[config.mk]
export PLATFORM = sky130hd
export DESIGN_NAME = game_flow_controller
export DESIGN_NICKNAME = d
export VERILOG_FILES = /design/src/rtl/game_pkg.sv /design/src/rtl/game_flow_controller_frame_timer.sv /design/src/rtl/game_flow_controller.sv
export SDC_FILE = /design/constraint.sdc
export NUM_CORES = 1
export LEC_CHECK = 0
export BUFFER_PORTS_ARGS = -buffer_cell sky130_fd_sc_hd__buf_2
export CORE_MARGIN = 8
export CORE_UTILIZATION = 29
export DETAILED_ROUTE_END_ITERATION = 10
export PLACE_DENSITY_LB_ADDON = 0.2
export SLEW_MARGIN = 20
export SYNTH_ARGS = -nofsm -noshare
export SYNTH_HDL_FRONTEND = slang
export SYNTH_SLANG_ARGS = --single-unit
[constraint.sdc]
create_clock -name clk_in -period 2.16 [get_ports clk_in]
set_input_delay 0.108 -clock clk_in [delete_from_list [all_inputs] [get_ports clk_in]]
set_output_delay 0.108 -clock clk_in [all_outputs]
set_load 0.02 [all_outputs]
[src/rtl/game_pkg.sv]
// Shared types and IR command codes for the match flow controller and its frame timer.
package game_pkg;

  typedef enum logic [2:0] {
    SCR_START     = 3'd0,
    SCR_COUNTDOWN = 3'd1,
    SCR_FIGHT     = 3'd2,
    SCR_PAUSED    = 3'd3,
    SCR_ROUND_END = 3'd4,
    SCR_GAME_OVER = 3'd5
  } screen_t;

  typedef enum logic [1:0] {
    WIN_NONE     = 2'd0,
    WIN_PLAYER   = 2'd1,
    WIN_OPPONENT = 2'd2,
    WIN_DRAW     = 2'd3
  } winner_t;

  localparam logic [31:0] START_A = 32'h20DF_5BA4;
  localparam logic [31:0] START_B = 32'h20DF_5AA5;
  localparam logic [31:0] PAUSE   = 32'h20DF_10EF;

  function automatic logic is_start(input logic [31:0] code);
    return (code == START_A) || (code == START_B);
  endfunction

  function automatic logic [1:0] sat_inc(input logic [1:0] value);
    return (value == 2'd3) ? value : value + 2'd1;
  endfunction

  function automatic int max2(input int a, input int b);
    return (a > b) ? a : b;
  endfunction

endpackage

[src/rtl/game_flow_controller_frame_timer.sv]
// Frame counter shared by countdown and round-end hold; done fires on the nf pulse that hits terminal.
module frame_timer #(
  parameter int WIDTH = 7
) (
  input  logic             clk_in,
  input  logic             rst_in,
  input  logic             clear_in,
  input  logic             hold_in,
  input  logic             nf_in,
  input  logic [WIDTH-1:0] terminal_in,
  output logic             done_out
);

  logic [WIDTH-1:0] count;

  // done is combinational so the controller can register its reaction on the same edge
  assign done_out = nf_in && !hold_in && !clear_in && (count == terminal_in);

  always_ff @(posedge clk_in) begin
    if (rst_in) begin
      count <= '0;
    end else if (clear_in || done_out) begin
      count <= '0;
    end else if (nf_in && !hold_in) begin
      count <= count + 1'b1;
    end
  end

endmodule

[src/rtl/game_flow_controller.sv]
// Match sequencer: start, countdown, fight, pause, round-end hold and game-over, timed in frames.
module game_flow_controller
  import game_pkg::*;
#(
  parameter int COUNT_FRAMES     = 60,
  parameter int ROUND_END_FRAMES = 120,
  parameter int ROUNDS_TO_WIN    = 2
) (
  input  logic        clk_in,
  input  logic        rst_in,
  input  logic [31:0] ir_in,
  input  logic        ir_valid_in,
  input  logic        nf_in,
  input  logic [2:0]  player_health_in,
  input  logic [2:0]  opponent_health_in,
  output logic [2:0]  screen_out,
  output logic [1:0]  countdown_out,
  output logic        game_active_out,
  output logic        round_reset_out,
  output logic [1:0]  player_rounds_out,
  output logic [1:0]  opponent_rounds_out,
  output logic [1:0]  winner_out
);

  localparam int TW = $clog2(max2(max2(COUNT_FRAMES, ROUND_END_FRAMES), 2));
  localparam logic [TW-1:0] CD_TERM = TW'(COUNT_FRAMES - 1);
  localparam logic [TW-1:0] RE_TERM = TW'(ROUND_END_FRAMES - 1);
  localparam logic [1:0]    RTW     = 2'(ROUNDS_TO_WIN);

  screen_t state;
  winner_t winner;

  logic start_cmd, pause_cmd, player_ko, opponent_ko, knockout;
  logic timer_clear, timer_hold, timer_done;
  logic [TW-1:0] timer_term;

  assign start_cmd   = ir_valid_in && is_start(ir_in);
  assign pause_cmd   = ir_valid_in && (ir_in == PAUSE);
  assign player_ko   = (player_health_in == 3'd0);
  assign opponent_ko = (opponent_health_in == 3'd0);
  assign knockout    = nf_in && (player_ko || opponent_ko);

  // The timer only runs in COUNTDOWN and ROUND_END; elsewhere it sits at zero so each entry starts fresh.
  assign timer_clear = (state != SCR_COUNTDOWN) && (state != SCR_ROUND_END) && (state != SCR_PAUSED);
  assign timer_hold  = (state == SCR_PAUSED);
  assign timer_term  = (state == SCR_ROUND_END) ? RE_TERM : CD_TERM;

  frame_timer #(.WIDTH(TW)) u_timer (
    .clk_in      (clk_in),
    .rst_in      (rst_in),
    .clear_in    (timer_clear),
    .hold_in     (timer_hold),
    .nf_in       (nf_in),
    .terminal_in (timer_term),
    .done_out    (timer_done)
  );

  assign screen_out = state;
  assign winner_out = winner;

  always_ff @(posedge clk_in) begin
    if (rst_in) begin
      state               <= SCR_START;
      countdown_out       <= 2'd0;
      game_active_out     <= 1'b0;
      round_reset_out     <= 1'b0;
      player_rounds_out   <= 2'd0;
      opponent_rounds_out <= 2'd0;
      winner              <= WIN_NONE;
    end else begin
      round_reset_out <= 1'b0;
      case (state)
        SCR_START: begin
          if (start_cmd) begin
            state               <= SCR_COUNTDOWN;
            countdown_out       <= 2'd3;
            round_reset_out     <= 1'b1;
            player_rounds_out   <= 2'd0;
            opponent_rounds_out <= 2'd0;
            winner              <= WIN_NONE;
          end
        end
        SCR_COUNTDOWN: begin
          if (timer_done) begin
            if (countdown_out == 2'd1) begin
              state           <= SCR_FIGHT;
              countdown_out   <= 2'd0;
              game_active_out <= 1'b1;
            end else begin
              countdown_out <= countdown_out - 2'd1;
            end
          end
        end
        SCR_FIGHT: begin
          // A knockout on the same cycle as PAUSE takes priority; the pause is dropped.
          if (knockout) begin
            state           <= SCR_ROUND_END;
            game_active_out <= 1'b0;
            if (player_ko && opponent_ko) begin
              winner <= WIN_DRAW;
            end else if (player_ko) begin
              winner              <= WIN_OPPONENT;
              opponent_rounds_out <= sat_inc(opponent_rounds_out);
            end else begin
              winner            <= WIN_PLAYER;
              player_rounds_out <= sat_inc(player_rounds_out);
            end
          end else if (pause_cmd) begin
            state           <= SCR_PAUSED;
            game_active_out <= 1'b0;
          end
        end
        SCR_PAUSED: begin
          if (pause_cmd) begin
            state           <= SCR_FIGHT;
            game_active_out <= 1'b1;
          end
        end
        SCR_ROUND_END: begin
          if (timer_done) begin
            if ((player_rounds_out == RTW) || (opponent_rounds_out == RTW)) begin
              state <= SCR_GAME_OVER;
            end else begin
              state           <= SCR_COUNTDOWN;
              countdown_out   <= 2'd3;
              round_reset_out <= 1'b1;
              winner          <= WIN_NONE;
            end
          end
        end
        SCR_GAME_OVER: begin
          if (start_cmd) begin
            state               <= SCR_START;
            player_rounds_out   <= 2'd0;
            opponent_rounds_out <= 2'd0;
            winner              <= WIN_NONE;
          end
        end
        default: begin
          state           <= SCR_START;
          countdown_out   <= 2'd0;
          game_active_out <= 1'b0;
        end
      endcase
    end
  end

endmodule

==> results.ini, run 1 <==
[run_status]
outcome = completed

[setup_path]
reg2regPathDepth = 7
worstReg2RegEnd = screen_out[0]
crit_fanout = 5
crit_path_start_kind = register
max_stage_delay_ps = 480
cp_slowest_cell = or4_1
r2r-start = u_timer.count[0]
critPathKind = reg -> reg
cp_cell_sequence = ha_1, nand4_1, o21ai_1, o221a_1, a21oi_2, or4_1, a21oi_1
cp.arrival_ps = 2150
crit_required_ps = 2350
cp-end-kind = register
startpoint = u_timer.count[0]
ff2ff_setup_slack_ps = 210

[routing]
wirelength_um = 3715
avgRoutedWirePerCell_um = 13.56
viasPerCell = 5.150
first_iter_violations = 25
dr.pass1.iters = 4
final_antenna_net_count = 0
drc = 0
dr_total_vias = 1411

[pwr]
p_leak_nw = 0.7280
pwr-share-seq_pct = 45.5
switching_share_pct = 19.47
p_int_w = 0.0006516
share_comb_of_total_power_pct = 7.6
clkPwrFrac_pct = 46.8
vdd_drop_max_mv = 0.3251
p_total_w = 0.0008092
p_switching_w = 0.0001576
pwr_density_cell_mw_per_mm2 = 454.1

[sta]
slew_violations = 0
rsz0062_at_grt = no
setup_viol = 0
fmax_mhz = 512.1
post-route-period-util_pct = 90.40
slew_headroom_pct = 66.87
tightest_slew_ps = 492.4
finalCriticalPeriod_ps = 1953
finalClockSkew_ps = 10.28
finalHoldViolations = 0
setup_tns_ps = 0

[clocking]
clock_latency_ps = 270
clock-root-buffer = clkbuf_8
clkTransAtPathRegs_ps = 80
cts_hold_buf = 0
h-tree-depth = 1
postCtsResizedCells = 0
cts_buffer_depth = 2
cts_inserted_buffers = 3
cts_tree = yes
clkSinkCount = 20
post_cts_buffers = 0

[yosys]
syn_inst = 158
yosysWarnings = 0
async_reset_ff_share_pct = 0
syn_nets = 206
synth_seq_cells = 20
ys_seq_area_share_pct = 30.36
avgSynthCellArea_um2 = 8.347
synth_edf_count = 0
synthFlopType = dfxtp_1
syn-cell-area_mm2 = 0.001319
ys_types = 49

[global_route]
grt_util_all_layers_pct = 10.57
grt_pass1_wl_um = 6382
grt_pass1_vias = 1478
antenna_found_initial = 0
grt_start_max_net_pins = 17
grt_remaining_overflow = 0

[job]
drv_cap = 0

[place]
placed_cell_area_mm2 = 0.001710
numPortBuffers = 54
placed_cells = 270
gp_congestion = 0.7817
hpwl_um = 3076

[worst_hold_path]
hold_start = nf_in
min_delay_worst_endpoint = u_timer.count[1]
whs_path_depth = 3
min-delay-path-class = in -> reg

[layout]
drive_gt1_share_pct = 34.68
area_growth_pct = 35.10
diodes = 0
nNetsFinal = 271
multi_input_comb_area_um2 = 873.3
regArea_um2 = 400.4
final_cell_count_no_fill = 274
final_area_mm2 = 0.001782
fillers = 449
mostFrequentLayoutCells = buf_2, dfxtp_1, nor2_1, a21oi_1, buf_4
mostFrequentLayoutCell = buf_2

[floorplan]
die_w_um = 83.44
io_pins = 55
num_rows = 24
design.core.area_mm2 = 0.004354
start_util_pct = 30.29
dieArea_mm2 = 0.006961
fp.dieH_um = 83.44

## state kept, by name (all words and copies together), names as in the netlist
signal / flops
screen_out: 3
winner_out: 2
player_rounds_out: 2
opponent_rounds_out: 2
u_timer.count: 7
countdown_out: 2
round_reset_out: 1
game_active_out: 1
## cell usage after synthesis (all sizes together) (3+ instances only)
master	number	area [um2]
nand3b	3	22.52
nand4	4	31.28
dfxtp	20	400.4
nor2	18	67.56
a31oi	4	25.02
nand2b	3	18.77
nor3	4	25.02
xor2	6	52.55
inv	7	26.28
nor4b	3	26.28
nor4	4	25.02
or4	3	26.27
a21oi	15	78.83
ha	6	75.07
clkbuf	3	11.26
o21ai	6	30.03
nand2	8	37.54
nand3	10	62.56
## cell families after synthesis
| group | count (synthesis) | synth area share [%] |
|---|---|---|
| buf+inv | 11 | 3.416 |
| xor+xnor | 8 | 5.313 |
| mux | 1 | 0.7590 |
| fa+ha+maj | 6 | 5.692 |
| compound gates | 36 | 18.60 |
| simple gates | 76 | 35.86 |
| flops | 20 | 30.36 |
## power by group through the flow
stage / logic, W / clock network [W] / registers (W)
6_report: 0.0000618 / 0.000379 / 0.000368
5_1_grt: 0.0000688 / 0.000409 / 0.000368
4_1_cts: 0.0000628 / 0.000392 / 0.000368
3_5_place_dp: 0.0000627 / 0 / 0.000377
3_3_place_gp: 0.0000619 / 0 / 0.000377
2_1_floorplan: 0.0000167 / 0 / 0.000377
## critical path: cells and delay by family (launching register included)
family	cells	cell delay [ps]
compound gates	4	680
simple gates	2	630
flops	1	380
fa+ha+maj	1	210
## layer usage
layer  up-vias  wire length, um  global-route usage [%]
li1        724                -                       -
met1       639             1742                   11.79
met2        43             1731                   18.18
met3         5              169                   2.344
met4         0               73                   5.651
met5         -                0                       0
## per-stage QoR
step / hold WS (ps) / worst slack (ps) / utilization [%]
4_1_cts: 172.2 / 217.6 / 40.92
5_1_grt: 189.6 / 131.8 / 40.92
6_report: 184.6 / 207.4 / 40.92
3_5_place_dp: 451.4 / 162.2 / 39.28
2_1_floorplan: 186.7 / 304.0 / -
3_3_place_gp: 444.5 / 217.9 / 39.28
## area by class of cell
class	instances	share of cell area (%)
Multi-Input combinational cell	127	49.02
Sequential cell	20	22.47
Timing Repair Buffer	64	19.38
Inverter	7	1.475
Clock inverter	1	1.685
Clock buffer	3	2.317
Tap cell	52	3.652
## how the worst max path moves through the flow
stage / endpoint / slack [ps] / cells after the start
global route: screen_out[0] / 130 / 7
CTS: screen_out[0] / 220 / 7
finish: screen_out[0] / 210 / 7
floorplan: countdown_out[0] / 300 / 6
detailed placement: screen_out[0] / 160 / 7
global placement: screen_out[0] / 220 / 7
No activity file was read; power rests on OpenSTA's default activity.
==> run 2: changes to the inputs <==
- CORE_UTILIZATION: 29 -> 48
- SYNTH_HIERARCHICAL: default -> 1
==> run 2 against run 1 <==
The run now ends with setup timing left. Global-route usage is 6.3 points higher. Largest cell class unchanged. Largest power group is now registers. Combinational power is 23% higher. Setup slack worse by 610 ps. Via count is 13% higher. Clock skew is 0.67 ps higher. Register-to-register slack worse by 610 ps. Count of clock-buffer cells in the layout stayed put. Total power is 21% lower.
==> results.ini, run 2 <==
[run_status]
outcome = complete, but fails checks
violations = setup timing

[clocking]
cts_inserted_buffers = 3  ; unchanged
cts_buffer_depth = 2  ; unchanged
clkTransAtPathRegs_ps = 120  ; +40 ps
clkSinkCount = 20  ; unchanged
h-tree-depth = 1  ; unchanged
clock_latency_ps = 320  ; +50 ps
cts_tree = yes
clock-root-buffer = clkbuf_4

[layout]
mostFrequentLayoutCell = buf_2
drive_gt1_share_pct = 42.75  ; +8.1 points
mostFrequentLayoutCells = buf_2, buf_4, dfxtp_1, nor2_1
final_area_mm2 = 0.002043  ; +15%
nNetsFinal = 311  ; +15%
diodes = 0  ; unchanged
fillers = 251  ; -44%
multi_input_comb_area_mm2 = 0.001025  ; +17%
regArea_um2 = 409.1  ; +2.2%
largest_register_ffs = 7  ; unchanged
area_growth_pct = 44.00
regMostFlops = u_timer/count

[pwr]
vdd_drop_max_mv = 0.4945  ; +52%
pwr_density_cell_mw_per_mm2 = 311.5  ; -31%
p_leak_nw = 0.8710  ; +20%

[sta]
hold_slack_ps = 164.4  ; -20.21 ps
fmax_mhz = 390.5  ; -24%
rsz0062_at_grt = yes
finalCriticalPeriod_ps = 2561  ; +608.4 ps
post-route-period-util_pct = 118.6  ; +28 points
slew_violations = 0  ; unchanged
setup_ws_ps = -401.0  ; -608.4 ps
setup_viol = 8  ; +8
finalHoldViolations = 0  ; unchanged
finalClockSkew_ps = 10.95  ; +0.6690 ps

[routing]
final_antenna_net_count = 0  ; unchanged
dr.pass1.iters = 4  ; unchanged
drc = 0  ; unchanged
avgRoutedWirePerCell_um = 14.14  ; +4.3%
dr_total_vias = 1597  ; +13%
wirelength_um = 4142  ; +11%
first_iter_violations = 50  ; +100%
viasPerCell = 5.451  ; +5.8%

[global_route]
grt_pass1_vias = 1606  ; +8.7%
grt_start_max_net_pins = 24  ; +7
grt_util_all_layers_pct = 16.86  ; +6.3 points
antenna_found_initial = 0  ; unchanged
grt_remaining_overflow = 0  ; unchanged
grt_pass1_wl_um = 7051  ; +10%

[floorplan]
dieArea_mm2 = 0.004952  ; -29%
num_rows = 19  ; -21%
start_util_pct = 51.01  ; +21 points
fp.dieH_um = 70.37  ; -16%
design.core.area_mm2 = 0.002781  ; -36%
die_w_um = 70.37  ; -16%
io_pins = 55  ; unchanged

[yosys]
ys_seq_area_share_pct = 28.22  ; -2.1 points
synth_area_leaders = dfxtp_1, xnor2_1, ha_1, nor2_1, nor4_1
synth_top_area_cell = dfxtp_1
async_reset_ff_share_pct = 0  ; unchanged
avgSynthCellArea_um2 = 8.016  ; -4.0%
yosysWarnings = 6  ; +6
synth_seq_cells = 20  ; unchanged
yosys.area.top_type_share_pct = 28.22  ; -2.1 points
yosys.cell_count.top_type = dfxtp_1
ys_types = 46  ; -6.1%
syn-cell-area_mm2 = 0.001419  ; +7.6%
syn_inst = 177  ; +12%
synthFlopType = dfxtp_1
synth_edf_count = 0  ; unchanged
ys_top_cells_by_count = dfxtp_1, nor2_1, nand2_1

[job]
drv_cap = 0  ; unchanged

[setup_path]
cp_slowest_cell = or4_4
max_stage_delay_ps = 540  ; +60 ps
cp.arrival_ps = 2770  ; +620 ps
cp-end-kind = register
crit_required_ps = 2370  ; +20 ps
crit_fanout = 3  ; -2
critPathKind = reg -> reg
crit_path_start_kind = register
cp_cell_sequence = nor2_2, nand2_1, inv_2, xor2_1, or4_4, nor3_4, nand2_1, and3_1, or4_4, buf_6, a21oi_4, o32ai_2

[place]
gp_congestion = 0.8669  ; +11%
numPortBuffers = 54  ; unchanged
placed_cell_area_mm2 = 0.001926  ; +13%
hpwl_um = 3184  ; +3.5%

[worst_hold_path]
min-delay-path-class = in -> reg

run 2: cell count changes after synthesis, sizes merged, moves of 5 or more:
cell,previous run,this run
nor3,4,12
xnor2,2,9
a21oi,15,9
nand3,10,5
nor4,4,9
run 2: logic make-up (layout without fill, tap and decap cells):
kind of cell / count (synthesis) / after routing / share of synthesized area, %
buffers and inverters: 15 / 97 / 5.115
multiplexers: 2 / 2 / 1.411
AND/OR/NAND/NOR: 89 / 89 / 36.95
XOR/XNOR: 14 / 14 / 8.642
AO/OA/AOI/OAI: 30 / 30 / 14.11
other: 1 / 4 / 0.2643
adder cells (fa/ha/maj): 6 / 6 / 5.291
flip-flops: 20 / 20 / 28.22
run 2: worst max-delay path: cells and delay by family, from the launching register on:
kind	cells	cell delay, ps
compound gates	2	220
xor+xnor	1	130
buf+inv	2	190
flops	1	370
simple gates	7	1540
run 2: repair_timing:
| action | in CTS | in global routing |
|---|---|---|
| gates resized for setup | 13 | 2 |
| endpoints found under the setup margin | 8 | 8 |
| pin swaps | 16 | 3 |
| buffers inserted | 6 | 0 |
| hold buffers | 0 | 0 |
| endpoints found under the hold margin | 0 | 0 |
run 2: area by class of cell:
class                           instances  area share (%)
Tap cell                               31           1.898
Clock inverter                          1          0.1837
Clock buffer                            3           1.102
Timing Repair Buffer                   85           25.17
Multi-Input combinational cell        145           50.15
Inverter                                8           1.470
Sequential cell                        20           20.02
run 2: worst paths after layout:
path | start | to | slack (ps) | cells after the start
setup / recovery | screen_out[1] | screen_out[1] | -400 | 12
hold / removal | opponent_health_in[2] | winner_out[0] | 160 | 4
setup reg to reg | screen_out[1] | screen_out[1] | -400 | 12
hold reg to reg | winner_out[1] | winner_out[1] | 460 | 2
run 2: routing by layer:
layer,track usage [%],routed length [um],vias to the layer above
li1,-,-,817
met1,18.71,1749,747
met2,29.98,2164,27
met3,5.085,188,6
met4,4.688,40,0
met5,0,0,-
run 2: metrics by stage:
step / power, W / util, % / setup TNS, ps / cells / setup WS (ps)
finish: 0.0006364 / 73.46 / -2249 / 293 / -401.0
global route: 0.0006629 / 73.46 / -3159 / 293 / -509.5
CTS: 0.0006395 / 73.10 / -2196 / 293 / -390.3
detailed placement: 0.0004498 / 69.23 / -2505 / 285 / -466.9
global placement: 0.0004485 / 69.23 / -2314 / 285 / -442.8
floorplan: 0.0003988 / - / -4377 / 180 / -827.2
run 2: power by group:
group          leakage, nW  internal [W]   total, W       switching (W)
Sequential           0.163      0.000366   0.000366  0.0000000000000565
Combinational        0.692     0.0000423  0.0000763           0.0000340
Clock               0.0154     0.0000679   0.000194            0.000126
Total                0.871      0.000476   0.000636            0.000160
